## src/rtl/muldiv_pkg.sv

```systemverilog
// Shared definitions for the HI/LO multiply/divide unit: operand width,
// divider iteration count, op encoding, controller states, divide context.
package muldiv_pkg;

    localparam int unsigned XLEN       = 32;
    localparam int unsigned DIV_CYCLES = 32;
    localparam int unsigned CNT_W      = $clog2(DIV_CYCLES);

    typedef enum logic [2:0] {
        OP_NONE  = 3'd0,
        OP_MULT  = 3'd1,
        OP_MULTU = 3'd2,
        OP_DIV   = 3'd3,
        OP_DIVU  = 3'd4,
        OP_MTHI  = 3'd5,
        OP_MTLO  = 3'd6,
        OP_RSVD  = 3'd7
    } op_e;

    typedef enum logic [1:0] {
        ST_IDLE = 2'd0,
        ST_MUL  = 2'd1,
        ST_DIV  = 2'd2,
        ST_FIX  = 2'd3
    } state_e;

    // Everything the FIX cycle needs besides the magnitude quotient/remainder.
    typedef struct packed {
        logic            a_neg;
        logic            q_neg;
        logic            zero;
        logic [XLEN-1:0] raw_a;
    } div_ctx_t;

    // Absolute value when signed; 0x80000000 maps to itself, which is the
    // correct unsigned magnitude.
    function automatic logic [XLEN-1:0] magnitude(input logic [XLEN-1:0] x,
                                                  input logic            is_signed);
        return (is_signed && x[XLEN-1]) ? XLEN'(-x) : x;
    endfunction

endpackage

```

## src/rtl/div_radix2_step.sv

```systemverilog
// One restoring radix-2 division step on unsigned magnitudes.
// Ports:
//   rem     - partial remainder before the step
//   quo     - dividend/quotient shift register before the step
//   divisor - divisor magnitude
//   rem_c   - partial remainder after the step (combinational)
//   quo_c   - quotient register after the step, new bit shifted in at LSB
module div_radix2_step
    import muldiv_pkg::*;
(
    input  logic [XLEN-1:0] rem,
    input  logic [XLEN-1:0] quo,
    input  logic [XLEN-1:0] divisor,
    output logic [XLEN-1:0] rem_c,
    output logic [XLEN-1:0] quo_c
);

    logic [XLEN:0] shifted;
    logic          fits;

    // Bring the next dividend bit into the remainder; extra bit avoids overflow.
    assign shifted = {rem, quo[XLEN-1]};
    assign fits    = shifted >= {1'b0, divisor};
    assign rem_c   = fits ? XLEN'(shifted - {1'b0, divisor}) : shifted[XLEN-1:0];
    assign quo_c   = {quo[XLEN-2:0], fits};

endmodule

```

## src/rtl/muldiv_unit.sv

```systemverilog
// Multi-cycle multiply/divide controller owning the HI/LO register pair.
// MULT/MULTU take one cycle after accept, DIV/DIVU run 32 restoring steps
// followed by a sign-fixup cycle, MTHI/MTLO write directly from IDLE.
// Optional build macro: MULDIV_FAST_ZERO_EN - a zero divisor skips the
// iteration cycles and goes straight to the fixup cycle.
// Ports:
//   clk, rst  - clock, synchronous active-high reset
//   start     - request valid from EX
//   op        - operation code (muldiv_pkg::op_e)
//   a, b      - rs / rt operands
//   flush     - cancel any in-flight operation
//   stall     - EX must hold (combinational)
//   done      - pulse in the cycle HI/LO take a mul/div result (combinational)
//   hi, lo    - HI/LO registers
module muldiv_unit
    import muldiv_pkg::*;
(
    input  logic            clk,
    input  logic            rst,
    input  logic            start,
    input  logic [2:0]      op,
    input  logic [XLEN-1:0] a,
    input  logic [XLEN-1:0] b,
    input  logic            flush,
    output logic            stall,
    output logic            done,
    output logic [XLEN-1:0] hi,
    output logic [XLEN-1:0] lo
);

    state_e state, state_next;

    logic [CNT_W-1:0] cnt;

    logic [XLEN-1:0] mul_a, mul_b;
    logic            mul_signed;
    logic [2*XLEN-1:0] mul_a_ext, mul_b_ext, mul_prod;

    logic [XLEN-1:0] div_rem, div_quo, div_dvsr;
    logic [XLEN-1:0] step_rem, step_quo;
    div_ctx_t        div_ctx;

    logic [XLEN-1:0] q_fix, r_fix;
    logic            accept;
    logic            div_is_signed;

    op_e op_dec;
    assign op_dec = op_e'(op);

    // Request is taken only in IDLE and only when not squashed.
    assign accept        = (state == ST_IDLE) && start && !flush;
    assign div_is_signed = (op_dec == OP_DIV);

    div_radix2_step u_step (
        .rem     (div_rem),
        .quo     (div_quo),
        .divisor (div_dvsr),
        .rem_c   (step_rem),
        .quo_c   (step_quo)
    );

    // Sign- or zero-extend to 64 bits; the low 64 bits of the product are
    // then correct for both signed and unsigned multiply.
    assign mul_a_ext = {{XLEN{mul_signed & mul_a[XLEN-1]}}, mul_a};
    assign mul_b_ext = {{XLEN{mul_signed & mul_b[XLEN-1]}}, mul_b};
    assign mul_prod  = mul_a_ext * mul_b_ext;

    // Sign fixup: quotient truncates toward zero, remainder follows dividend.
    assign q_fix = div_ctx.q_neg ? XLEN'(-div_quo) : div_quo;
    assign r_fix = div_ctx.a_neg ? XLEN'(-div_rem) : div_rem;

    // State register.
    always_ff @(posedge clk) begin
        if (rst) begin
            state <= ST_IDLE;
        end else begin
            state <= state_next;
        end
    end

    // Next state, stall and done.
    always_comb begin
        state_next = state;
        stall      = 1'b0;
        done       = 1'b0;
        case (state)
            ST_IDLE: begin
                if (start && !flush) begin
                    case (op_dec)
                        OP_MULT, OP_MULTU: begin
                            state_next = ST_MUL;
                            stall      = 1'b1;
                        end
                        OP_DIV, OP_DIVU: begin
                            stall = 1'b1;
`ifdef MULDIV_FAST_ZERO_EN
                            state_next = (b == '0) ? ST_FIX : ST_DIV;
`else
                            state_next = ST_DIV;
`endif
                        end
                        default: ;
                    endcase
                end
            end
            ST_MUL: begin
                done       = 1'b1;
                state_next = ST_IDLE;
            end
            ST_DIV: begin
                stall = 1'b1;
                if (cnt == CNT_W'(DIV_CYCLES - 1)) begin
                    state_next = ST_FIX;
                end
            end
            ST_FIX: begin
                done       = 1'b1;
                state_next = ST_IDLE;
            end
            default: state_next = ST_IDLE;
        endcase
        if (flush) begin
            state_next = ST_IDLE;
            done       = 1'b0;
        end
        if (rst) begin
            stall = 1'b0;
            done  = 1'b0;
        end
    end

    // Operand latches, divider iteration, HI/LO writes.
    always_ff @(posedge clk) begin
        if (rst) begin
            hi         <= '0;
            lo         <= '0;
            cnt        <= '0;
            mul_a      <= '0;
            mul_b      <= '0;
            mul_signed <= 1'b0;
            div_rem    <= '0;
            div_quo    <= '0;
            div_dvsr   <= '0;
            div_ctx    <= '0;
        end else if (flush) begin
            cnt <= '0;
        end else begin
            case (state)
                ST_IDLE: begin
                    if (accept) begin
                        case (op_dec)
                            OP_MULT, OP_MULTU: begin
                                mul_a      <= a;
                                mul_b      <= b;
                                mul_signed <= (op_dec == OP_MULT);
                            end
                            OP_DIV, OP_DIVU: begin
                                cnt           <= '0;
                                div_rem       <= '0;
                                div_quo       <= magnitude(a, div_is_signed);
                                div_dvsr      <= magnitude(b, div_is_signed);
                                div_ctx.a_neg <= div_is_signed & a[XLEN-1];
                                div_ctx.q_neg <= div_is_signed & (a[XLEN-1] ^ b[XLEN-1]);
                                div_ctx.zero  <= (b == '0);
                                div_ctx.raw_a <= a;
                            end
                            OP_MTHI: hi <= a;
                            OP_MTLO: lo <= a;
                            default: ;
                        endcase
                    end
                end
                ST_MUL: begin
                    {hi, lo} <= mul_prod;
                end
                ST_DIV: begin
                    div_rem <= step_rem;
                    div_quo <= step_quo;
                    cnt     <= cnt + CNT_W'(1);
                end
                ST_FIX: begin
                    cnt <= '0;
                    if (div_ctx.zero) begin
                        lo <= '1;
                        hi <= div_ctx.raw_a;
                    end else begin
                        lo <= q_fix;
                        hi <= r_fix;
                    end
                end
                default: ;
            endcase
        end
    end

endmodule

```

## config.mk

```make
export PLATFORM = sky130hd
export DESIGN_NAME = muldiv_unit
export DESIGN_NICKNAME = d
export VERILOG_FILES = /design/src/rtl/muldiv_pkg.sv /design/src/rtl/div_radix2_step.sv /design/src/rtl/muldiv_unit.sv
export SDC_FILE = /design/constraint.sdc
export NUM_CORES = 2
export LEC_CHECK = 0
export ABC_AREA = 1
export BUFFER_PORTS_ARGS = -buffer_cell sky130_fd_sc_hd__buf_2
export CAP_MARGIN = 20
export CELL_PAD_IN_SITES_DETAIL_PLACEMENT = 1
export CELL_PAD_IN_SITES_GLOBAL_PLACEMENT = 2
export CORE_UTILIZATION = 39
export DETAILED_ROUTE_END_ITERATION = 6
export GPL_TIMING_DRIVEN = 1
export PLACE_DENSITY_LB_ADDON = 0.1
export SKIP_LAST_GASP = 1
export SLEW_MARGIN = 20
export SYNTH_ARGS = -nofsm -noshare
export SYNTH_HDL_FRONTEND = slang
export SYNTH_SLANG_ARGS = --single-unit
```

## constraint.sdc

```tcl
create_clock -name clk -period 8.3 [get_ports clk]
set_input_delay 0 -clock clk [delete_from_list [all_inputs] [get_ports clk]]
set_output_delay 0 -clock clk [all_outputs]
set_load 0.02 [all_outputs]
```

==> metrics.md <==
| Metric | Value |
|---|---|
| I/O Pins | 137 |
| Max-slew violations | 0 |
| Clock Tree Buf Depth | 3 |
| Util after Layout | 42.9% |
| # DRC | 0 |
| I/O Buffers | 136 |
| Setup CP Type | flip-flop to flip-flop |
| Commonest non-fill, non-tap cell in the layout | inv_1 |
| Clk slew on worst S/H paths | 0.06 ns |
| Slowest-stage cell, CP | fa_1 |
| Clk_skew | 0.0393 ns |
| DP Area | 0.0603 mm^2 |
| Synth area leaders | fa_1, inv_1, nand2_1 |
| DP HPWL | 190000 um |
| Worst hold margin | 0.0585 ns |
| Synthesized area | 0.0571 mm^2 |
| Maximum VDD drop | 0.130 mV |
| CP Max Fanout | 16 |
| Hold path startpoint | op[1] |
| Max Cap Violations | 0 |
| Fmax | 124 MHz |
| Main flop type after synthesis | dfxtp_1 |
| Status | finished, final reports clean |
| Via Count | 50800 |
| Clk Latency, worst-skew pair | 0.60 ns |
| Routed wire length | 227000 um |
| Grt total ovfl | 0 |
| DRT Pass-1 Iters | 6 |
| Most frequent cells in the layout | inv_1, nand2_1, fa_1 |
| Crit. End Element | flip-flop |
| Total Nets Final | 9286 |
| Synth async-reset ratio | 0% |
| Critical Path RT | 8.79 ns |
| Endpoints failing setup | 0 |
| Cells after Synth | 7809 |
| Fin crit share | 96.9% |
| DIE WIDTH | 385 um |
| RSZ-0062 raised after global routing | yes |
| Die Ht | 385 um |
| Min Tclk post-route | 8.04 ns |
| Yosys warning count | 0 |
| CTS H-tree lvls | 2 |
| Syn nets | 9256 |
| Synth Register Bits | 267 |
| Crit. Startpoint | mul_a[20] |
| Crit path top cell by count | fa_1 |
| Final instance area | 0.0624 mm^2 |
| Slew margin rel. | 33.7% |
| GR Util All Layers | 31.2% |
| FF-to-FF Start | mul_a[20] |
| 1st-iter DRT viols | 3113 |
| Multi-input logic area | 0.0429 mm^2 |
| Finished Layout Cells | 9779 |
| RR Endpoint | lo[31] |
| Worst-case reg-to-reg path depth | 28 |
| Area grow syn2layout | 9.33% |
| Hold Vio Cnt, Final | 0 |
| CTS tree | done |
| CTS Sinks | 267 |
| FF+latch area | 0.00535 mm^2 |
| Hold Path Class | input pin to flip-flop |
| Vias per inst | 5.19 |
| Share of cells above drive strength 1 | 5.93% |
| Final Wtd Congestion | 0.969 |
| Reg-to-reg slack, setup | 0.26 ns |
| Global-route wire length before repair | 348000 um |
| Core area | 0.146 mm^2 |
| Antenna violation net count after detailed routing | 0 |
| Vias in the first global route | 55200 |
| Power density cells | 71.2 mW/mm^2 |
| Avg Inst Size Synth | 7.31 um^2 |
| Die area | 0.148 mm^2 |
| WL per Instance | 23.2 um |
| Leak Pwr | 33.4 nW |
| CTS Root Cell | clkbuf_16 |
| Site Rows | 140 |
| Initial antenna violation count | 10 |
| Yosys cell types | 50 |
| Actual slew at the worst max-slew pin | 0.994 ns |
| Initial Util | 39.2% |
| Number of enable flip-flop cells after synthesis | 0 |
| Slowest stage delay, CP | 0.56 ns |
| CP arrival | 8.53 ns |
| CP endpoint | lo[31] |
| CP Launch Type | flip-flop |
| Largest net degree at the start of global routing | 91 |
| Area share of the largest cell type after synthesis | 39.5% |
| Post-synth top area cell | fa_1 |
| Placed Cells | 9631 |
| Filler cell count | 18200 |
| Seq/Total Area, Yosys | 9.36% |
| Num CTS Buffers | 38 |
state kept, by name (all words and copies together) (netlist names):
register / cells
state: 2
mul_signed: 1
lo: 32
div_ctx: 35
mul_a: 32
div_rem: 32
hi: 32
div_dvsr: 32
mul_b: 32
cnt: 5
div_quo: 32
worst max-delay path: cells and delay by family, from the launching register on:
family	cells	cell delay, ns
XOR/XNOR	1	0.33
adder cells (fa/ha/maj)	9	4.48
AND/OR/NAND/NOR	10	1.77
buffers and inverters	8	0.78
flip-flops	1	0.55
synthesized netlist by cell type (32+ instances only):
library cell     n
nor2_1         470
inv_1         1925
o211ai_1        32
xor2_1          47
a21oi_1        412
nand3_1        306
o21ai_0        332
nor3_1          55
clkbuf_1       355
dfxtp_1        267
nand4_1         48
fa_1          1126
ha_1           250
nand2_1       1862
worst min path at each step:
stage | endpoint | slack [ns] | cells past startpoint
floorplan | mul_a[12] | 0.15 | 2
global placement | mul_b[27] | 0.32 | 3
detailed placement | mul_b[27] | 0.32 | 3
CTS | state[0] | 0.02 | 8
global route | state[0] | 0.11 | 8
finish | state[0] | 0.06 | 8
power breakdown:
part           switching [mW]  total [mW]  internal [mW]  leakage, nW
Combinational           0.953        1.36          0.410         30.6
Clock                   0.723        1.72           1.00        0.598
Sequential             0.0426        1.36           1.32         2.16
Total                    1.72        4.45           2.73         33.4
metal layers:
layer,vias to the layer above,global-route usage (%),wire [um]
li1,23000,-,-
met1,26200,43.9,104000
met2,1243,51.8,106000
met3,266,2.79,10800
met4,4,7.37,6180
met5,-,0,22
cell families (layout without fill, tap and decap cells):
logic type | Yosys count | in the layout | share of synthesized area (%)
buffers and inverters | 2341 | 2393 | 15.6
AO/OA/AOI/OAI | 909 | 909 | 8.59
AND/OR/NAND/NOR | 2844 | 2844 | 20.4
adder cells (fa/ha/maj) | 1376 | 1376 | 45.0
XOR/XNOR | 72 | 72 | 1.10
other | 0 | 1 | 0
flip-flops | 267 | 267 | 9.36
layout make-up:
class                   count  area share (%)
clock buffers              45            1.63
inverters                1942            11.7
diodes                      1         0.00401
multi-input cells        5201            68.7
repair buffers            389            5.20
clock inverters            17           0.365
flip-flops and latches    267            8.57
well taps                1917            3.84
per-stage QoR:
step           TNS (ns)  worst slack, ns  power [mW]
6_report              0            0.258        4.45
3_5_place_dp          0            0.126        2.71
4_1_cts               0           0.0632        4.48
5_1_grt         -0.0115          -0.0115        4.64
2_1_floorplan         0            0.680        2.19
3_3_place_gp          0            0.152        2.70
what timing repair did:
| action | 4_1_cts | 5_1_grt |
|---|---|---|
| setup buffers | 0 | 2 |
| hold buffers | 83 | 0 |
| gates resized for setup | 0 | 9 |
| endpoints found under the hold margin | 175 | 0 |
| setup endpoints to repair | 0 | 8 |
(Power assumes the default switching activity.)
